**src/rtl/sa_bitstream_if.sv**
```systemverilog
// Handshake and status bundle between an SA bitstream source and the decoder.
// The source drives the stream controls; the decoder drives counts and the result.
interface sa_bitstream_dec_if #(
    parameter int N = 7
);
    logic         start;
    logic         bit_valid;
    logic         bit_in;
    logic         term;
    logic         busy;
    logic [N:0]   bit_cnt;
    logic [N:0]   ones_cnt;
    logic [N-1:0] k_out;
    logic         k_valid;
    logic         early;
    logic         sat;

    modport master (
        output start, bit_valid, bit_in, term,
        input  busy, bit_cnt, ones_cnt, k_out, k_valid, early, sat
    );

    modport slave (
        input  start, bit_valid, bit_in, term,
        output busy, bit_cnt, ones_cnt, k_out, k_valid, early, sat
    );
endinterface

```
**src/rtl/sa_bitstream_dec.sv**
```systemverilog
// Streaming-accurate bitstream decoder: counts ones over an L = 2^N bit stream and
// recovers k, scaling the last power-of-two prefix count when the stream ends early.
module sa_bitstream_dec #(
    parameter int N = 7
) (
    input  logic                clk,
    input  logic                rst_n,
    sa_bitstream_dec_if.slave   bus
);
    localparam int CW = N + 1;
    localparam int JW = $clog2(N + 1);
    localparam logic [CW-1:0] LEN = CW'(2 ** N);
    localparam logic [JW-1:0] NJ  = JW'(N);

    typedef enum logic [1:0] {IDLE, RUN, DONE} state_t;

    state_t         state_q, state_d;
    logic [CW-1:0]  bitCnt_q, bitCnt_d;
    logic [CW-1:0]  onesCnt_q, onesCnt_d;
    logic [CW-1:0]  snap_q, snap_d;
    logic [JW-1:0]  jsnap_q, jsnap_d;
    logic [N-1:0]   kOut_q, kOut_d;
    logic           kValid_q, kValid_d;
    logic           early_q, early_d;
    logic           sat_q, sat_d;

    logic [CW-1:0]  cntInc;
    logic [CW-1:0]  est;
    logic           isPow;
    logic           doClear;
    logic [JW-1:0]  jInc;

    // Is the count after accepting one more bit a power of two, and which one?
    always_comb begin
        cntInc = bitCnt_q + CW'(1);
        isPow  = 1'b0;
        jInc   = '0;
        for (int j = 0; j <= N; j++) begin
            if (cntInc == (CW'(1) << j)) begin
                isPow = 1'b1;
                jInc  = JW'(j);
            end
        end
    end

    always_comb begin
        state_d   = state_q;
        bitCnt_d  = bitCnt_q;
        onesCnt_d = onesCnt_q;
        snap_d    = snap_q;
        jsnap_d   = jsnap_q;
        kOut_d    = kOut_q;
        kValid_d  = 1'b0;
        early_d   = 1'b0;
        sat_d     = 1'b0;
        est       = '0;
        doClear   = 1'b0;

        unique case (state_q)
            IDLE: begin
                if (bus.start) begin
                    doClear = 1'b1;
                    state_d = RUN;
                end
            end
            RUN: begin
                if (bus.start) begin
                    doClear = 1'b1;
                end else begin
                    if (bus.bit_valid) begin
                        bitCnt_d  = cntInc;
                        onesCnt_d = onesCnt_q + CW'(bus.bit_in);
                        if (isPow) begin
                            snap_d  = onesCnt_d;
                            jsnap_d = jInc;
                        end
                    end
                    // A bit arriving together with term is counted before decoding.
                    if (bus.term || bitCnt_d == LEN) begin
                        state_d = DONE;
                        if (bitCnt_d == LEN) begin
                            est = onesCnt_d;
                        end else begin
                            est = snap_d << (NJ - jsnap_d);
                        end
                        kValid_d = 1'b1;
                        early_d  = (bitCnt_d != LEN);
                        sat_d    = est[N];
                        kOut_d   = est[N] ? '1 : est[N-1:0];
                    end
                end
            end
            DONE: begin
                if (bus.start) begin
                    doClear = 1'b1;
                    state_d = RUN;
                end else begin
                    state_d = IDLE;
                end
            end
            default: state_d = IDLE;
        endcase

        if (doClear) begin
            bitCnt_d  = '0;
            onesCnt_d = '0;
            snap_d    = '0;
            jsnap_d   = '0;
        end
    end

    always_ff @(posedge clk or negedge rst_n) begin
        if (!rst_n) begin
            state_q   <= IDLE;
            bitCnt_q  <= '0;
            onesCnt_q <= '0;
            snap_q    <= '0;
            jsnap_q   <= '0;
            kOut_q    <= '0;
            kValid_q  <= 1'b0;
            early_q   <= 1'b0;
            sat_q     <= 1'b0;
        end else begin
            state_q   <= state_d;
            bitCnt_q  <= bitCnt_d;
            onesCnt_q <= onesCnt_d;
            snap_q    <= snap_d;
            jsnap_q   <= jsnap_d;
            kOut_q    <= kOut_d;
            kValid_q  <= kValid_d;
            early_q   <= early_d;
            sat_q     <= sat_d;
        end
    end

    assign bus.busy     = (state_q == RUN);
    assign bus.bit_cnt  = bitCnt_q;
    assign bus.ones_cnt = onesCnt_q;
    assign bus.k_out    = kOut_q;
    assign bus.k_valid  = kValid_q;
    assign bus.early    = early_q;
    assign bus.sat      = sat_q;
endmodule

```
**src/flat_wrapper.sv**
```systemverilog
// flat-port wrapper written by rule: the top's interface ports become plain ports
module sa_bitstream_dec_flat 
#(
    parameter int N = 7
)
  (clk, rst_n, bus_start, bus_bit_valid, bus_bit_in, bus_term, bus_busy, bus_bit_cnt, bus_ones_cnt, bus_k_out, bus_k_valid, bus_early, bus_sat);
  sa_bitstream_dec_if #(.N(N)) bus_i ();
  input  logic clk;
  input  logic rst_n;
  input wire logic [$bits(bus_i.start)-1:0] bus_start;
  input wire logic [$bits(bus_i.bit_valid)-1:0] bus_bit_valid;
  input wire logic [$bits(bus_i.bit_in)-1:0] bus_bit_in;
  input wire logic [$bits(bus_i.term)-1:0] bus_term;
  output wire logic [$bits(bus_i.busy)-1:0] bus_busy;
  output wire logic [$bits(bus_i.bit_cnt)-1:0] bus_bit_cnt;
  output wire logic [$bits(bus_i.ones_cnt)-1:0] bus_ones_cnt;
  output wire logic [$bits(bus_i.k_out)-1:0] bus_k_out;
  output wire logic [$bits(bus_i.k_valid)-1:0] bus_k_valid;
  output wire logic [$bits(bus_i.early)-1:0] bus_early;
  output wire logic [$bits(bus_i.sat)-1:0] bus_sat;
  assign bus_i.start = bus_start;
  assign bus_i.bit_valid = bus_bit_valid;
  assign bus_i.bit_in = bus_bit_in;
  assign bus_i.term = bus_term;
  assign bus_busy = bus_i.busy;
  assign bus_bit_cnt = bus_i.bit_cnt;
  assign bus_ones_cnt = bus_i.ones_cnt;
  assign bus_k_out = bus_i.k_out;
  assign bus_k_valid = bus_i.k_valid;
  assign bus_early = bus_i.early;
  assign bus_sat = bus_i.sat;
  sa_bitstream_dec #(.N(N)) u_core (.clk(clk), .rst_n(rst_n), .bus(bus_i));
endmodule
```
**config.mk**
```make
export PLATFORM = sky130hd
export DESIGN_NAME = sa_bitstream_dec_flat
export DESIGN_NICKNAME = d
export VERILOG_FILES = /design/src/rtl/sa_bitstream_if.sv /design/src/rtl/sa_bitstream_dec.sv /design/src/flat_wrapper.sv
export SDC_FILE = /design/constraint.sdc
export NUM_CORES = 1
export LEC_CHECK = 0
export BUFFER_PORTS_ARGS = -buffer_cell sky130_fd_sc_hd__buf_4
export CAP_MARGIN = 20
export CORE_MARGIN = 1
export CORE_UTILIZATION = 50
export DETAILED_ROUTE_END_ITERATION = 8
export PLACE_DENSITY = 0.69
export SETUP_SLACK_MARGIN = 0.15
export SLEW_MARGIN = 20
export SYNTH_ARGS = -nofsm -noshare
export SYNTH_HDL_FRONTEND = slang
export SYNTH_SLANG_ARGS = --single-unit
```
**constraint.sdc**
```tcl
create_clock -name clk -period 4 [get_ports clk]
set_clock_uncertainty 0.15 [all_clocks]
set_input_delay 0.8 -clock clk [delete_from_list [all_inputs] [get_ports clk]]
set_output_delay 0.8 -clock clk [all_outputs]
set_load 0.01 [all_outputs]
```
=== Word level (Yosys, flattened, before mapping) ===
Cells that the tools add are included.
W data, S select, Z words.

* Muxes and demuxes: 60
* Bitwise logic cells: 1
* Equality and inequality tests: 16
* Shift operators: 1
* Add/subtract/negate cells: 3
* Reductions and logical operators: 7

{| class="wikitable"
|+ Operators by type and width
! cell !! count
|-
| $mux W8 || 21
|-
| $mux W3 || 11
|-
| $mux W1 || 21
|-
| $eq A8 B8 Y1 const B || 2
|-
| $mux W2 || 5
|-
| $add A8 B1 Y8 || 1
|-
| $add A8 B1 Y8 const B || 1
|-
| $eq A8 B1 Y1 const B || 1
|-
| $eq A8 B2 Y1 const B || 1
|-
| $eq A8 B3 Y1 const B || 1
|-
| $eq A8 B4 Y1 const B || 1
|-
| $eq A8 B5 Y1 const B || 1
|-
| $eq A8 B6 Y1 const B || 1
|-
| $eq A8 B7 Y1 const B || 1
|-
| $ne A8 B8 Y1 const B || 1
|-
| $shl A8 B3 Y8 || 1
|-
| $mux W7 || 1
|-
| $pmux W2 S3 || 1
|-
| $reduce_and A3 Y1 || 2
|-
| $ne A2 B1 Y1 const B || 2
|-
| $ne A2 B2 Y1 const B || 2
|-
| $reduce_or A3 Y1 || 1
|-
| $sub A3 B3 Y3 const A || 1
|-
| $eq A2 B1 Y1 const B || 1
|-
| 6 further kinds || 6
|}

* Output and inout port bits: 27
* Input port bits: 6
* Flip-flop bits (word level): 39
* Logic and storage cells: 97

=== Logic depth before layout (Yosys ltp) ===
* Depth in word-level cells: 23
* Depth in mapped cells: 15
* Mapped depth without buffers: 12

=== Worst setup path after synthesis ===
No wires, ideal clock.

* Path type: register to register
* Start point: register u_core.bitCnt_q[0] (netlist: u_core.bus.bit_cnt[0])
* End point: register u_core.kOut_q[6] (netlist: u_core.bus.k_out[6])
* Required time: 3.707 ns
* Clock period less this slack: 3.060 ns
* Slack: 0.940 ns
* Buffers on the path: 0
* Arrival: 2.767 ns
* Setup time: 0.143 ns
* Cell stages (with the launch flop): 12
* Path through: dfrtp_1 > ha_1 > xnor2_1 > mux2i_1 > mux2i_1 > a32oi_1 > a31o_4 > mux2i_4 > and2_2 > o211ai_4 > o211ai_4 > a41oi_2

* Longest elaborated chain between the ends: 21
* Elaborated cells between the ends (all ways): 45
* Classes of those cells: 2 x add/sub; 9 x eq/ne; 1 x shift; 31 x mux; 2 x reduce/logical

{| class="wikitable"
|+ RTL lines
! item !! line !! source
|-
| start, declared || sa_bitstream_dec.sv:18 || <nowiki>logic [CW-1:0] bitCnt_q, bitCnt_d;</nowiki>
|-
| start signal, assigned || sa_bitstream_dec.sv:125 || <nowiki>bitCnt_q <= bitCnt_d;</nowiki>
|-
| $add A8 B1 Y8 || sa_bitstream_dec.sv:35 || <nowiki>cntInc = bitCnt_q + CW'(1);</nowiki>
|-
| $eq A8 B1 Y1 || sa_bitstream_dec.sv:39 || <nowiki>if (cntInc == (CW'(1) << j)) begin</nowiki>
|-
| $mux W1 (8 in series) || sa_bitstream_dec.sv:39 ||
|-
| $mux W3 || sa_bitstream_dec.sv:73 || <nowiki>if (isPow) begin</nowiki>
|-
| $mux W3 || sa_bitstream_dec.sv:70 || <nowiki>if (bus.bit_valid) begin</nowiki>
|-
| $mux W3 || sa_bitstream_dec.sv:67 || <nowiki>if (bus.start) begin</nowiki>
|-
| $mux W3 || sa_bitstream_dec.sv:59 || <nowiki>unique case (state_q)</nowiki>
|-
| $sub A3 B3 Y3 || sa_bitstream_dec.sv:84 || <nowiki>est = snap_d << (NJ - jsnap_d);</nowiki>
|-
| $shl A8 B3 Y8 || sa_bitstream_dec.sv:84 ||
|-
| $mux W8 || sa_bitstream_dec.sv:81 || <nowiki>if (bitCnt_d == LEN) begin</nowiki>
|-
| $mux W8 || sa_bitstream_dec.sv:79 || <nowiki>if (bus.term || bitCnt_d == LEN) begin</nowiki>
|-
| $mux W8 || sa_bitstream_dec.sv:67 ||
|-
| $mux W8 || sa_bitstream_dec.sv:59 ||
|-
| $mux W7 || sa_bitstream_dec.sv:89 || <nowiki>kOut_d = est[N] ? '1 : est[N-1:0];</nowiki>
|-
| end signal, assigned || sa_bitstream_dec.sv:129 || <nowiki>kOut_q <= kOut_d;</nowiki>
|-
| end, declared || sa_bitstream_dec.sv:22 || <nowiki>logic [N-1:0] kOut_q, kOut_d;</nowiki>
|}

Parallel ways exist; a longest one is shown, timed or not. The select of a mux whose other input is x is not followed.
A chain may end at the register's enable or synchronous reset.

=== Final worst setup path ===
Ends and elaborated chain as after synthesis.

==> metrics.md <==
| Metric | Value |
|---|---|
| Ys Warns | 0 |
| Die Y | approximately 81 um |
| First-pass GRT wire length | ~13 mm |
| Final setup violation count | 0 |
| Async set-reset flop share out of synthesis | 100.0% |
| Die width | 81.46 um |
| Most frequent CP cell | o211ai_4 |
| Final hold vios | 0 |
| Cts hold-fix bufs | 0 |
| Root Driver | clkbuf_8 |
| Worst path slowest cell | dfrtp_2 |
| Setup_tns | 0 ns |
| Syn Inst Count | between 300 and 400 |
| Final Cycle Share | 88.27% |
| Total wire length | between 7 and 8 mm |
| Worst vdd ir | ~0.00026 V |
| First drt pass iteration count | 5 |
| Syn_nets | just under 400 |
| Postcts setup bufs | 0 |
| Pwr/cell area | ~280 nW/um^2 |
| Worst setup SP type | flip-flop |
| Critical path type | reg -> reg |
| Clk_lat worst skew | roughly 0.28 ns |
| DRC Markers | 0 |
| Core area | around 6000 um^2 |
| Max-slew violations | 0 |
| Port bufs | 32 |
| Worst-path clk slew | roughly 0.070 ns |
| WHS | 0.3195 ns |
| Crit-path cells | ha_1 > and2_1 > a21oi_1 > o21ai_0 > a32oi_1 > a31o_4 > mux2i_4 > and2_2 > o211ai_4 > o211ai_4 > a41oi_2 |
| # IOs | 33 |
| TritonCTS Buffers | 5 |
| Deepest clock path buffer count | 2 |
| Final instance area | between 3000 and 4000 um^2 |
| Fraction of layout cells with a size suffix above 1 | approximately 16% |
| Initial core utilization | 52.69% |
| CP required | around 4 ns |
| Top post-synthesis cells by area | dfrtp_1, mux2i_1, o21ai_0, nand2_1, nor2_1 |
| Final Util | a little under three fifths |
| Worst Path Arrival | 3.53 ns |
| Area Overhead vs Synth | 8.680% |
| Vias in the first global route | about 2500 |
| Ant diodes | 0 |
| Worst path top cell family by delay | compound AO/OA/AOI/OAI gates |
| Outcome | complete, no violations |
| RD Place Congestion | 0.9996 |
| RSZ-0062 raised after global routing | no |
| Crit path time final | about 3.5 ns |
| DP HPWL | about 6 mm |
| Routed vias | ~2900 |
| Post-route ant nets | 0 |
| Sequential area share after synthesis | ~31% |
| Endpoint class of the critical path | flip-flop |
| Htree depth | 2 |
| Largest net degree at the start of global routing | 40 |
| Rel. slew slack | a little over a third |
| Post-synth EDFFs | 0 |
| Antenna violations before repair | 0 |
| Synth Register Bits | 39 |
| Num rows | 28 |
| Min-delay worst type | in -> async |
| CP max FO | 21 |
| CTS tree | done |
| Die area | ~6600 um^2 |
| Maxcap violations | 0 |
| Post-CTS sizing | 0 |
| Instance area at placement | approximately 3400 um^2 |
| P_leak | 1.393 nW |
| Number of buffers and inverters on the critical path | 0 |
| Total global routing overflow | 0 |
| Slew at the pin closest to its max-slew limit | between 0.9 and 1 ns |
| Via density | between 6 and 7 |
| Clock sink count | 39 |
| Area leader, netlist | dfrtp_1 |
| Post-synth top area share | about 31% |
| Syn Area/Cell | 8.396 um^2 |
| Achievable Freq | between 200 and 300 MHz |
| Yosys cell types | 70 |
| Primary FF master, synth | dfrtp_1 |
| All-layer global routing usage | 24.89% |
| CP peak stage delay | slightly above 0.5 ns |
| DR WL/cell | around 17 um |
| Detailed router's first-iteration violation count | 242 |
| NumNets Final | about 400 |
| Netlist Area Pre-Place | around 3200 um^2 |
## through the flow
step / power (W) / setup WS (ns) / std cells
after global routing: 0.001002 / 0.2541 / 464
after detailed placement: 0.0007144 / 0.3954 / 458
final: 0.0009452 / 0.4692 / 464
after global placement: 0.0007099 / 0.4402 / 458
after CTS: 0.0009523 / 0.3646 / 464
after floorplan: 0.0006212 / 0.9400 / 376
## state kept, by name, indices dropped and copies added (netlist names)
name	flops
u_core.bus.k_out	7
u_core.bus.early	1
u_core.jsnap_q	3
u_core.bus.k_valid	1
u_core.bus.ones_cnt	8
u_core.state_q	2
u_core.bus.bit_cnt	8
u_core.bus.sat	1
u_core.snap_q	8
## final timing paths
path | from | endpoint | slack [ns] | cells after the start
worst max-delay path | u_core.bus.bit_cnt[0] | u_core.bus.k_out[6] | 0.47 | 11
worst min-delay path | rst_n | u_core.state_q[0] | 0.32 | 1
worst max register to register | u_core.bus.bit_cnt[0] | u_core.bus.k_out[6] | 0.47 | 11
worst min register to register | u_core.snap_q[7] | u_core.snap_q[7] | 0.37 | 2
max in group asynchronous | rst_n | u_core.bus.bit_cnt[0] | 2.98 | 1
min in group clk | u_core.snap_q[7] | u_core.snap_q[7] | 0.37 | 2
## cells in the mapped netlist, types with 4 or more instances
| cell type | number |
|---|---|
| nand2_1 | 41 |
| dfrtp_1 | 39 |
| o21ai_0 | 35 |
| nor2_1 | 33 |
| mux2i_1 | 19 |
| a21oi_1 | 16 |
| clkbuf_1 | 15 |
| nand3_1 | 14 |
| inv_1 | 11 |
| a31oi_1 | 10 |
| xnor2_1 | 10 |
| a22o_1 | 8 |
| and3_1 | 8 |
| xor2_1 | 8 |
| ha_1 | 6 |
| nand4_1 | 6 |
| buf_2 | 5 |
| nand2b_1 | 5 |
| a22oi_1 | 4 |
| a32o_1 | 4 |
| nor3_1 | 4 |
| o22ai_1 | 4 |
## layout make-up
cell class / instances / area [um^2]
fill: 564 / 2560
multi-input combinational: 296 / 1967
sequential: 39 / 978.4
timing repair buffer: 37 / 277.8
tap: 75 / 93.84
clock buffer: 6 / 72.57
inverter: 11 / 41.29
## per-layer routing
| layer | routed length (um) | vias to the layer above | GRT usage [%] |
|---|---|---|---|
| li1 | - | 1399 | - |
| met1 | 3955 | 1366 | 37.87 |
| met2 | 3354 | 98 | 35.75 |
| met3 | 427 | 14 | 4.000 |
| met4 | 149 | 0 | 6.964 |
| met5 | 0 | - | 0 |
## cells in the final DEF (no fill, tap or decap), types with 10 or more instances in the layout
cell / count
nand2_1: 41
buf_4: 37
dfrtp_1: 37
o21ai_0: 35
nor2_1: 33
mux2i_1: 19
a21oi_1: 16
nand3_1: 14
inv_1: 11
xnor2_1: 10
a31oi_1: 10
## kinds of logic after synthesis
kind of cell | share of synthesized area, %
xor+xnor | 4.994
simple gates | 21.48
fa+ha+maj | 2.378
buf+inv | 6.777
mux | 7.451
flops | 30.92
compound gates | 26.00
## power breakdown
| group | switching (W) | leakage [nW] | internal [W] |
|---|---|---|---|
| Clock | 0.000123 | 0.0371 | 0.000116 |
| Sequential | 0.0000300 | 0.518 | 0.000426 |
| Combinational | 0.000146 | 0.837 | 0.000104 |
Power figures use the tool's default switching activity.
